==> src/rtl/mem_access_ctrl_if.sv <==
// Data-memory port between the load/store controller (master) and the memory (slave).
// Handshake: master holds Mem_Req and all request fields stable until it samples Mem_Ready=1.
interface mem_access_ctrl_if;
    logic        Mem_Req;
    logic        Mem_We;
    logic [31:0] Mem_Addr;
    logic [3:0]  Mem_Be;
    logic [31:0] Mem_Wdata;
    logic [31:0] Mem_Rdata;
    logic        Mem_Ready;

    modport master (
        output Mem_Req, Mem_We, Mem_Addr, Mem_Be, Mem_Wdata,
        input  Mem_Rdata, Mem_Ready
    );

    modport slave (
        input  Mem_Req, Mem_We, Mem_Addr, Mem_Be, Mem_Wdata,
        output Mem_Rdata, Mem_Ready
    );
endinterface

==> src/rtl/mem_access_ctrl.sv <==
// Sequences the MEM-stage load/store onto a req/ready memory port, stalling the
// pipeline front until the access completes, and returns extended load data.
module mem_access_ctrl #(
    parameter int TIMEOUT_CYCLES = 64,
    parameter int CNT_W          = 7
) (
    input  logic                      Clk,
    input  logic                      Reset_n,
    input  logic                      I_Type_Load_MEM,
    input  logic                      S_Type_MEM,
    input  logic [2:0]                Func3_MEM,
    input  logic [31:0]               Address_MEM,
    input  logic [31:0]               Store_Data_MEM,
    input  logic [4:0]                rd_MEM,
    mem_access_ctrl_if.master         mem,
    output logic                      Stall_Pipe,
    output logic [31:0]               Load_Data_WB,
    output logic [4:0]                Load_Rd_WB,
    output logic                      Load_Valid,
    output logic                      Access_Err,
    output logic                      Timeout_Err,
    output logic [1:0]                State_Dbg
);

    typedef enum logic [1:0] {
        S_IDLE = 2'd0,
        S_REQ  = 2'd1,
        S_DONE = 2'd2
    } state_e;

    state_e state_q, state_d;

    logic [CNT_W-1:0] cnt_q, cnt_d;
    logic             mem_req_q, mem_req_d;
    logic             mem_we_q, mem_we_d;
    logic [31:0]      mem_addr_q, mem_addr_d;
    logic [3:0]       mem_be_q, mem_be_d;
    logic [31:0]      mem_wdata_q, mem_wdata_d;
    logic [2:0]       func3_q, func3_d;
    logic [1:0]       off_q, off_d;
    logic [4:0]       rd_q, rd_d;
    logic [31:0]      ld_data_q, ld_data_d;
    logic [4:0]       ld_rd_q, ld_rd_d;
    logic             ld_valid_q, ld_valid_d;
    logic             acc_err_q, acc_err_d;
    logic             to_err_q, to_err_d;

    logic        access_vld;
    logic        is_store;
    logic        legal;
    logic        misalign;
    logic        start;
    logic        bad;
    logic        ready_hit;
    logic        timeout_hit;
    logic [3:0]  be_new;
    logic [31:0] wdata_new;
    logic [7:0]  rd_byte;
    logic [15:0] rd_half;
    logic [31:0] ld_ext;

    // Decode of the instruction currently sitting in EX/MEM; store wins if both flags are set.
    always_comb begin
        access_vld = I_Type_Load_MEM | S_Type_MEM;
        is_store   = S_Type_MEM;
        if (is_store) begin
            legal = (Func3_MEM == 3'b000) || (Func3_MEM == 3'b001) || (Func3_MEM == 3'b010);
        end else begin
            legal = (Func3_MEM == 3'b000) || (Func3_MEM == 3'b001) || (Func3_MEM == 3'b010) ||
                    (Func3_MEM == 3'b100) || (Func3_MEM == 3'b101);
        end
        misalign = ((Func3_MEM[1:0] == 2'b01) && Address_MEM[0]) ||
                   ((Func3_MEM[1:0] == 2'b10) && (Address_MEM[1:0] != 2'b00));
        start = (state_q == S_IDLE) && access_vld && legal && !misalign;
        bad   = (state_q == S_IDLE) && access_vld && !(legal && !misalign);

        case (Func3_MEM[1:0])
            2'b00:   be_new = 4'b0001 << Address_MEM[1:0];
            2'b01:   be_new = 4'b0011 << {Address_MEM[1], 1'b0};
            default: be_new = 4'b1111;
        endcase

        wdata_new = 32'h0;
        if (is_store) begin
            case (Func3_MEM[1:0])
                2'b00:   wdata_new = {4{Store_Data_MEM[7:0]}};
                2'b01:   wdata_new = {2{Store_Data_MEM[15:0]}};
                default: wdata_new = Store_Data_MEM;
            endcase
        end
    end

    always_comb begin
        ready_hit   = mem.Mem_Ready & mem_req_q;
        timeout_hit = (cnt_q == CNT_W'(TIMEOUT_CYCLES - 1));

        case (off_q)
            2'd0:    rd_byte = mem.Mem_Rdata[7:0];
            2'd1:    rd_byte = mem.Mem_Rdata[15:8];
            2'd2:    rd_byte = mem.Mem_Rdata[23:16];
            default: rd_byte = mem.Mem_Rdata[31:24];
        endcase
        rd_half = off_q[1] ? mem.Mem_Rdata[31:16] : mem.Mem_Rdata[15:0];

        case (func3_q)
            3'b000:  ld_ext = {{24{rd_byte[7]}}, rd_byte};
            3'b001:  ld_ext = {{16{rd_half[15]}}, rd_half};
            3'b100:  ld_ext = {24'h0, rd_byte};
            3'b101:  ld_ext = {16'h0, rd_half};
            default: ld_ext = mem.Mem_Rdata;
        endcase
    end

    // FSM: state register
    always_ff @(posedge Clk or negedge Reset_n) begin
        if (!Reset_n) begin
            state_q <= S_IDLE;
        end else begin
            state_q <= state_d;
        end
    end

    // FSM: next state
    always_comb begin
        state_d = state_q;
        case (state_q)
            S_IDLE:  if (start) state_d = S_REQ;
            S_REQ:   if (ready_hit || timeout_hit) state_d = S_DONE;
            S_DONE:  state_d = S_IDLE;
            default: state_d = S_IDLE;
        endcase
    end

    // FSM: outputs; the IDLE stall is combinational so EX/MEM holds in the issue cycle.
    always_comb begin
        Stall_Pipe = Reset_n && (start || (state_q == S_REQ));
        State_Dbg  = state_q;
    end

    always_comb begin
        cnt_d       = (state_q == S_REQ) ? cnt_q + CNT_W'(1) : '0;
        mem_req_d   = start || ((state_q == S_REQ) && !ready_hit && !timeout_hit);
        mem_we_d    = mem_we_q;
        mem_addr_d  = mem_addr_q;
        mem_be_d    = mem_be_q;
        mem_wdata_d = mem_wdata_q;
        func3_d     = func3_q;
        off_d       = off_q;
        rd_d        = rd_q;
        ld_data_d   = ld_data_q;
        ld_rd_d     = ld_rd_q;
        ld_valid_d  = 1'b0;
        acc_err_d   = bad;
        to_err_d    = to_err_q;

        if (start) begin
            mem_we_d    = is_store;
            mem_addr_d  = {Address_MEM[31:2], 2'b00};
            mem_be_d    = be_new;
            mem_wdata_d = wdata_new;
            func3_d     = Func3_MEM;
            off_d       = Address_MEM[1:0];
            rd_d        = rd_MEM;
        end

        if ((state_q == S_REQ) && ready_hit && !mem_we_q) begin
            ld_valid_d = 1'b1;
            ld_data_d  = ld_ext;
            ld_rd_d    = rd_q;
        end

        if ((state_q == S_REQ) && !ready_hit && timeout_hit) begin
            to_err_d = 1'b1;
        end
    end

    always_ff @(posedge Clk or negedge Reset_n) begin
        if (!Reset_n) begin
            cnt_q       <= '0;
            mem_req_q   <= 1'b0;
            mem_we_q    <= 1'b0;
            mem_addr_q  <= 32'h0;
            mem_be_q    <= 4'h0;
            mem_wdata_q <= 32'h0;
            func3_q     <= 3'h0;
            off_q       <= 2'h0;
            rd_q        <= 5'h0;
            ld_data_q   <= 32'h0;
            ld_rd_q     <= 5'h0;
            ld_valid_q  <= 1'b0;
            acc_err_q   <= 1'b0;
            to_err_q    <= 1'b0;
        end else begin
            cnt_q       <= cnt_d;
            mem_req_q   <= mem_req_d;
            mem_we_q    <= mem_we_d;
            mem_addr_q  <= mem_addr_d;
            mem_be_q    <= mem_be_d;
            mem_wdata_q <= mem_wdata_d;
            func3_q     <= func3_d;
            off_q       <= off_d;
            rd_q        <= rd_d;
            ld_data_q   <= ld_data_d;
            ld_rd_q     <= ld_rd_d;
            ld_valid_q  <= ld_valid_d;
            acc_err_q   <= acc_err_d;
            to_err_q    <= to_err_d;
        end
    end

    assign mem.Mem_Req   = mem_req_q;
    assign mem.Mem_We    = mem_we_q;
    assign mem.Mem_Addr  = mem_addr_q;
    assign mem.Mem_Be    = mem_be_q;
    assign mem.Mem_Wdata = mem_wdata_q;
    assign Load_Data_WB  = ld_data_q;
    assign Load_Rd_WB    = ld_rd_q;
    assign Load_Valid    = ld_valid_q;
    assign Access_Err    = acc_err_q;
    assign Timeout_Err   = to_err_q;

endmodule

==> src/flat_wrapper.sv <==
// flat-port wrapper written by rule: the top's interface ports become plain ports
module mem_access_ctrl_flat 
#(
    parameter int TIMEOUT_CYCLES = 64,
    parameter int CNT_W          = 7
)
  (Clk, Reset_n, I_Type_Load_MEM, S_Type_MEM, Func3_MEM, Address_MEM, Store_Data_MEM, rd_MEM, Stall_Pipe, Load_Data_WB, Load_Rd_WB, Load_Valid, Access_Err, Timeout_Err, State_Dbg, mem_Mem_Req, mem_Mem_We, mem_Mem_Addr, mem_Mem_Be, mem_Mem_Wdata, mem_Mem_Rdata, mem_Mem_Ready);
  mem_access_ctrl_if mem_i ();
  input  logic Clk;
  input  logic Reset_n;
  input  logic I_Type_Load_MEM;
  input  logic S_Type_MEM;
  input  logic [2:0] Func3_MEM;
  input  logic [31:0] Address_MEM;
  input  logic [31:0] Store_Data_MEM;
  input  logic [4:0] rd_MEM;
  output logic Stall_Pipe;
  output logic [31:0] Load_Data_WB;
  output logic [4:0] Load_Rd_WB;
  output logic Load_Valid;
  output logic Access_Err;
  output logic Timeout_Err;
  output logic [1:0] State_Dbg;
  output wire logic [$bits(mem_i.Mem_Req)-1:0] mem_Mem_Req;
  output wire logic [$bits(mem_i.Mem_We)-1:0] mem_Mem_We;
  output wire logic [$bits(mem_i.Mem_Addr)-1:0] mem_Mem_Addr;
  output wire logic [$bits(mem_i.Mem_Be)-1:0] mem_Mem_Be;
  output wire logic [$bits(mem_i.Mem_Wdata)-1:0] mem_Mem_Wdata;
  input wire logic [$bits(mem_i.Mem_Rdata)-1:0] mem_Mem_Rdata;
  input wire logic [$bits(mem_i.Mem_Ready)-1:0] mem_Mem_Ready;
  assign mem_Mem_Req = mem_i.Mem_Req;
  assign mem_Mem_We = mem_i.Mem_We;
  assign mem_Mem_Addr = mem_i.Mem_Addr;
  assign mem_Mem_Be = mem_i.Mem_Be;
  assign mem_Mem_Wdata = mem_i.Mem_Wdata;
  assign mem_i.Mem_Rdata = mem_Mem_Rdata;
  assign mem_i.Mem_Ready = mem_Mem_Ready;
  mem_access_ctrl #(.TIMEOUT_CYCLES(TIMEOUT_CYCLES), .CNT_W(CNT_W)) u_core (.Clk(Clk), .Reset_n(Reset_n), .I_Type_Load_MEM(I_Type_Load_MEM), .S_Type_MEM(S_Type_MEM), .Func3_MEM(Func3_MEM), .Address_MEM(Address_MEM), .Store_Data_MEM(Store_Data_MEM), .rd_MEM(rd_MEM), .mem(mem_i), .Stall_Pipe(Stall_Pipe), .Load_Data_WB(Load_Data_WB), .Load_Rd_WB(Load_Rd_WB), .Load_Valid(Load_Valid), .Access_Err(Access_Err), .Timeout_Err(Timeout_Err), .State_Dbg(State_Dbg));
endmodule
==> config.mk <==
export PLATFORM = sky130hd
export DESIGN_NAME = mem_access_ctrl_flat
export DESIGN_NICKNAME = d
export VERILOG_FILES = /design/src/rtl/mem_access_ctrl_if.sv /design/src/rtl/mem_access_ctrl.sv /design/src/flat_wrapper.sv
export SDC_FILE = /design/constraint.sdc
export NUM_CORES = 1
export LEC_CHECK = 0
export BUFFER_PORTS_ARGS = -buffer_cell sky130_fd_sc_hd__clkbuf_2
export CORE_UTILIZATION = 51
export CTS_BUF_LIST = sky130_fd_sc_hd__clkbuf_8
export DETAILED_ROUTE_END_ITERATION = 8
export PLACE_DENSITY_LB_ADDON = 0.12
export SYNTH_ARGS = -nofsm -noshare
export SYNTH_HDL_FRONTEND = slang
export SYNTH_SLANG_ARGS = --single-unit
==> constraint.sdc <==
create_clock -name Clk -period 2.4 [get_ports Clk]
set_clock_uncertainty 0.2 [all_clocks]
set_input_delay 0.36 -clock Clk [delete_from_list [all_inputs] [get_ports Clk]]
set_output_delay 0.36 -clock Clk [all_outputs]
set_load 0.02 [all_outputs]
==> key figures <==
Yosys
  – Synth Flop Type: dfrtp_1
  – Yosys reg bits: 127
  – Post-synth EDFFs: 0
  – Area contributors post-synth: dfrtp_1, mux2_2, nand2_1
  – Post-synth top area share: 0.542
  – Seq/Total Area, Yosys: 0.542
  – Async S/R FF share, synth: 1.00
  – Cell Area, Synth: 5860 µm²
  – Dominant cell type by area after synthesis: dfrtp_1
  – Count of cell types in the netlist: 41
  – Post-Syn Instances: 576
  – YS warnings: 0
  – Mapped Avg Cell Area: 10.2 µm²

Cells and area
  – Final core occ: 0.728
  – Most common cell after layout, fill and taps aside: clkbuf_2
  – Share of post-route cells with drive strength above 1: 0.399
  – Synth-to-layout area growth: 37.0%
  – FF/Latch Area: 3180 µm²
  – Post-route insts no fill: 993
  – Fillers: 838
  – # diodes: 0
  – Commonest cells after routing, fill and taps aside: clkbuf_2, nand2_1, dfrtp_1
  – Final nets: 952
  – Area of the multi-input gates: 2500 µm²

Setup path
  – CP max stage delay: 0.41 ns
  – Cell depth of the worst setup path: 4
  – Register-to-Register Setup Slack: 0.23 ns
  – Crit path to: Stall_Pipe
  – Crit Path Class: reg2out
  – Max FO, Critical Path: 4
  – Crit path arrival time: 1.67 ns
  – R2R Path End: u_core.Load_Data_WB[18]
  – Worst path required time: 1.84 ns
  – CP max stage cell: dfrtp_1
  – FF-to-FF Start: u_core.off_q[0]
  – Critical Path End Type: output pin
  – Critical Path Start Type: register
  – WP buf/inv: 1
  – Worst path top cell family by delay: flip-flops
  – R2R cell count: 4
  – Critical path origin: u_core.State_Dbg[0]
  – Cell Chain, Critical Path: nor2_1 > o221ai_4 > a21boi_0 > clkbuf_2

Die
  – I/O pins: 222
  – DIE AREA: 11900 µm²
  – FP Rows: 38
  – Starting density of the core: 0.532
  – Core Region: 11000 µm²
  – Die H: 109 µm
  – Die W: 109 µm

Drt
  – Avg WL per Cell: 15.6 µm
  – Post-route ant nets: 0
  – Mean number of vias per cell: 5.21
  – Via Count: 5173
  – DRT Wirelength: 15500 µm
  – Drc violations: 0
  – DR pass1 iterations: 4
  – Initial DRC Count: 278

Timing
  – Relative slew slack: 0.536
  – Max Freq: 449 MHz
  – Period utilization: 0.928
  – RSZ-0062 raised after global routing: false
  – Max-slew violations: 0
  – Final setup viols: 0
  – Tmin final: 2.23 ns
  – Fin. Hold Viols: 0
  – Setup TNS: 0 ns
  – WHS: 0.0243 ns
  – Tightest Pin Transition: 0.696 ns

Global route
  – Grt ovf: 0
  – Total track usage: 0.272
  – Vias in the first global route: 5102
  – First-pass GRT wire length: 24500 µm
  – Initial antenna violation count: 0
  – Largest net degree at the start of global routing: 128

Placement
  – Dpl hpwl: 10600 µm
  – Port bufs: 219
  – Final GP Congestion: 0.835
  – Placed cell count: 913

Worst hold path
  – Type of the worst min-delay path: in2reg

Pwr
  – Comb pwr share: 0.428
  – Switching part of the total: 0.402
  – Power consumption: 9.60 mW
  – Clk pwr share: 0.194
  – Int Pwr: 5.74 mW
  – Power density over the cells: 1200 nW/µm²
  – VDD IR max: 0.684 mV
  – Leakage power: 4.08 nW
  – Switching power: 3.86 mW
  – Flop pwr share: 0.378

Clock network
  – Root buffer cell: clkbuf_8
  – Max clock buf depth: 2
  – CTS tree: yes
  – Total CTS buffers: 17
  – H-tree levels: 4
  – Clock slew seen by the registers of the worst setup and hold paths: 0.07 ns
  – Clk_lat worst skew: 0.43 ns
  – Postcts setup bufs: 0
  – Num Clock Sinks: 127

Status
  – Outcome: finished clean

Job
  – Maxcap violations: 0
==> per-stage QoR <==
step | worst slack, ns | instance area (µm²)
after floorplan | 0.0118 | 5870
after global placement | 0.227 | 7140
after detailed placement | 0.162 | 7140
after CTS | 0.142 | 8040
after global routing | 0.0301 | 8040
final | 0.173 | 8040
==> area by class of cell <==
cell class / count / share of cell area
Multi-Input combinational cell: 403 / 0.311
Clock inverter: 10 / 0.0153
Tap cell: 140 / 0.0218
Clock buffer: 20 / 0.0343
Timing Repair Buffer: 288 / 0.220
Inverter: 5 / 0.00234
Sequential cell: 127 / 0.396
==> routing by layer <==
metal | routed length [µm] | track usage | vias up
li1 | - | - | 2506
met2 | 7780 | 0.449 | 175
met4 | 276 | 0.110 | 0
met5 | 0 | 0 | -
met1 | 6580 | 0.348 | 2468
met3 | 843 | 0.0610 | 24
==> cell usage after synthesis, drive strengths merged (4+ instances only) <==
library cell  count
buf              15
nor3b             7
nor2             22
mux2i            10
a211oi            7
nor2b             5
inv               5
mux2             63
clkbuf           27
a31oi             4
nand3            34
a21oi             9
nand2           129
o21ai            67
dfrtp           127
or3              16
==> power by group through the flow <==
stage | logic (mW) | clock network [mW] | registers, mW
floorplan | 1.59 | 0 | 4.61
global placement | 3.99 | 0 | 3.60
detailed placement | 4.06 | 0 | 3.65
CTS | 4.13 | 1.90 | 3.62
global route | 4.51 | 2.00 | 3.74
finish | 4.11 | 1.87 | 3.63
==> repair_timing <==
action,CTS,global route
setup endpoints to repair,0,0
hold endpoints to repair,176,0
hold buffers,50,0
gates resized for setup,0,0
==> worst reg2reg max path: cells and delay by family (launching register included) <==
kind               cells  cell delay [ns]
DFF                    1             0.47
and+or+nand+nor        1             0.17
muxes                  1             0.17
AOI/OAI and AO/OA      2             1.08
==> cells by family (layout without fill, tap and decap cells) <==
group           Yosys count  after routing  synth area share
compound gates           99             99            0.0984
xor+xnor                  4              4           0.00598
fa+ha+maj                 1              1           0.00213
buf+inv                  47            323            0.0346
flops                   127            127             0.542
mux                      73             73             0.138
other cells               1              2          0.000639
simple gates            224            224             0.178
==> flip-flops by register name, summed over array words and instances, names as in the netlist <==
| signal | flops |
|---|---|
| u_core.off_q | 2 |
| u_core.Timeout_Err | 1 |
| u_core.func3_q | 3 |
| u_core.Load_Data_WB | 32 |
| u_core.mem.Mem_Addr | 30 |
| u_core.mem.Mem_Req | 1 |
| u_core.cnt_q | 7 |
| u_core.mem.Mem_We | 1 |
| u_core.rd_q | 5 |
| u_core.Access_Err | 1 |
| u_core.mem.Mem_Be | 4 |
| u_core.mem.Mem_Wdata | 32 |
| u_core.State_Dbg | 2 |
| u_core.Load_Valid | 1 |
| u_core.Load_Rd_WB | 5 |
==> worst min path at each step <==
| stage | startpoint | end | slack [ns] | depth (start not counted) |
|---|---|---|---|---|
| 4_1_cts | Store_Data_MEM[6] | u_core.mem.Mem_Wdata[6] | 0.0006 | 3 |
| 6_report | Store_Data_MEM[1] | u_core.mem.Mem_Wdata[1] | 0.02 | 3 |
| 3_3_place_gp | u_core.cnt_q[0] | u_core.cnt_q[0] | 0.24 | 1 |
| 5_1_grt | mem_Mem_Rdata[31] | u_core.Load_Data_WB[31] | 0.02 | 3 |
| 2_1_floorplan | Reset_n | u_core.Access_Err | -0.14 | 0 |
| 3_5_place_dp | u_core.rd_q[1] | u_core.Load_Rd_WB[1] | 0.25 | 2 |
Note: power is estimated with default switching activity, not from simulation.
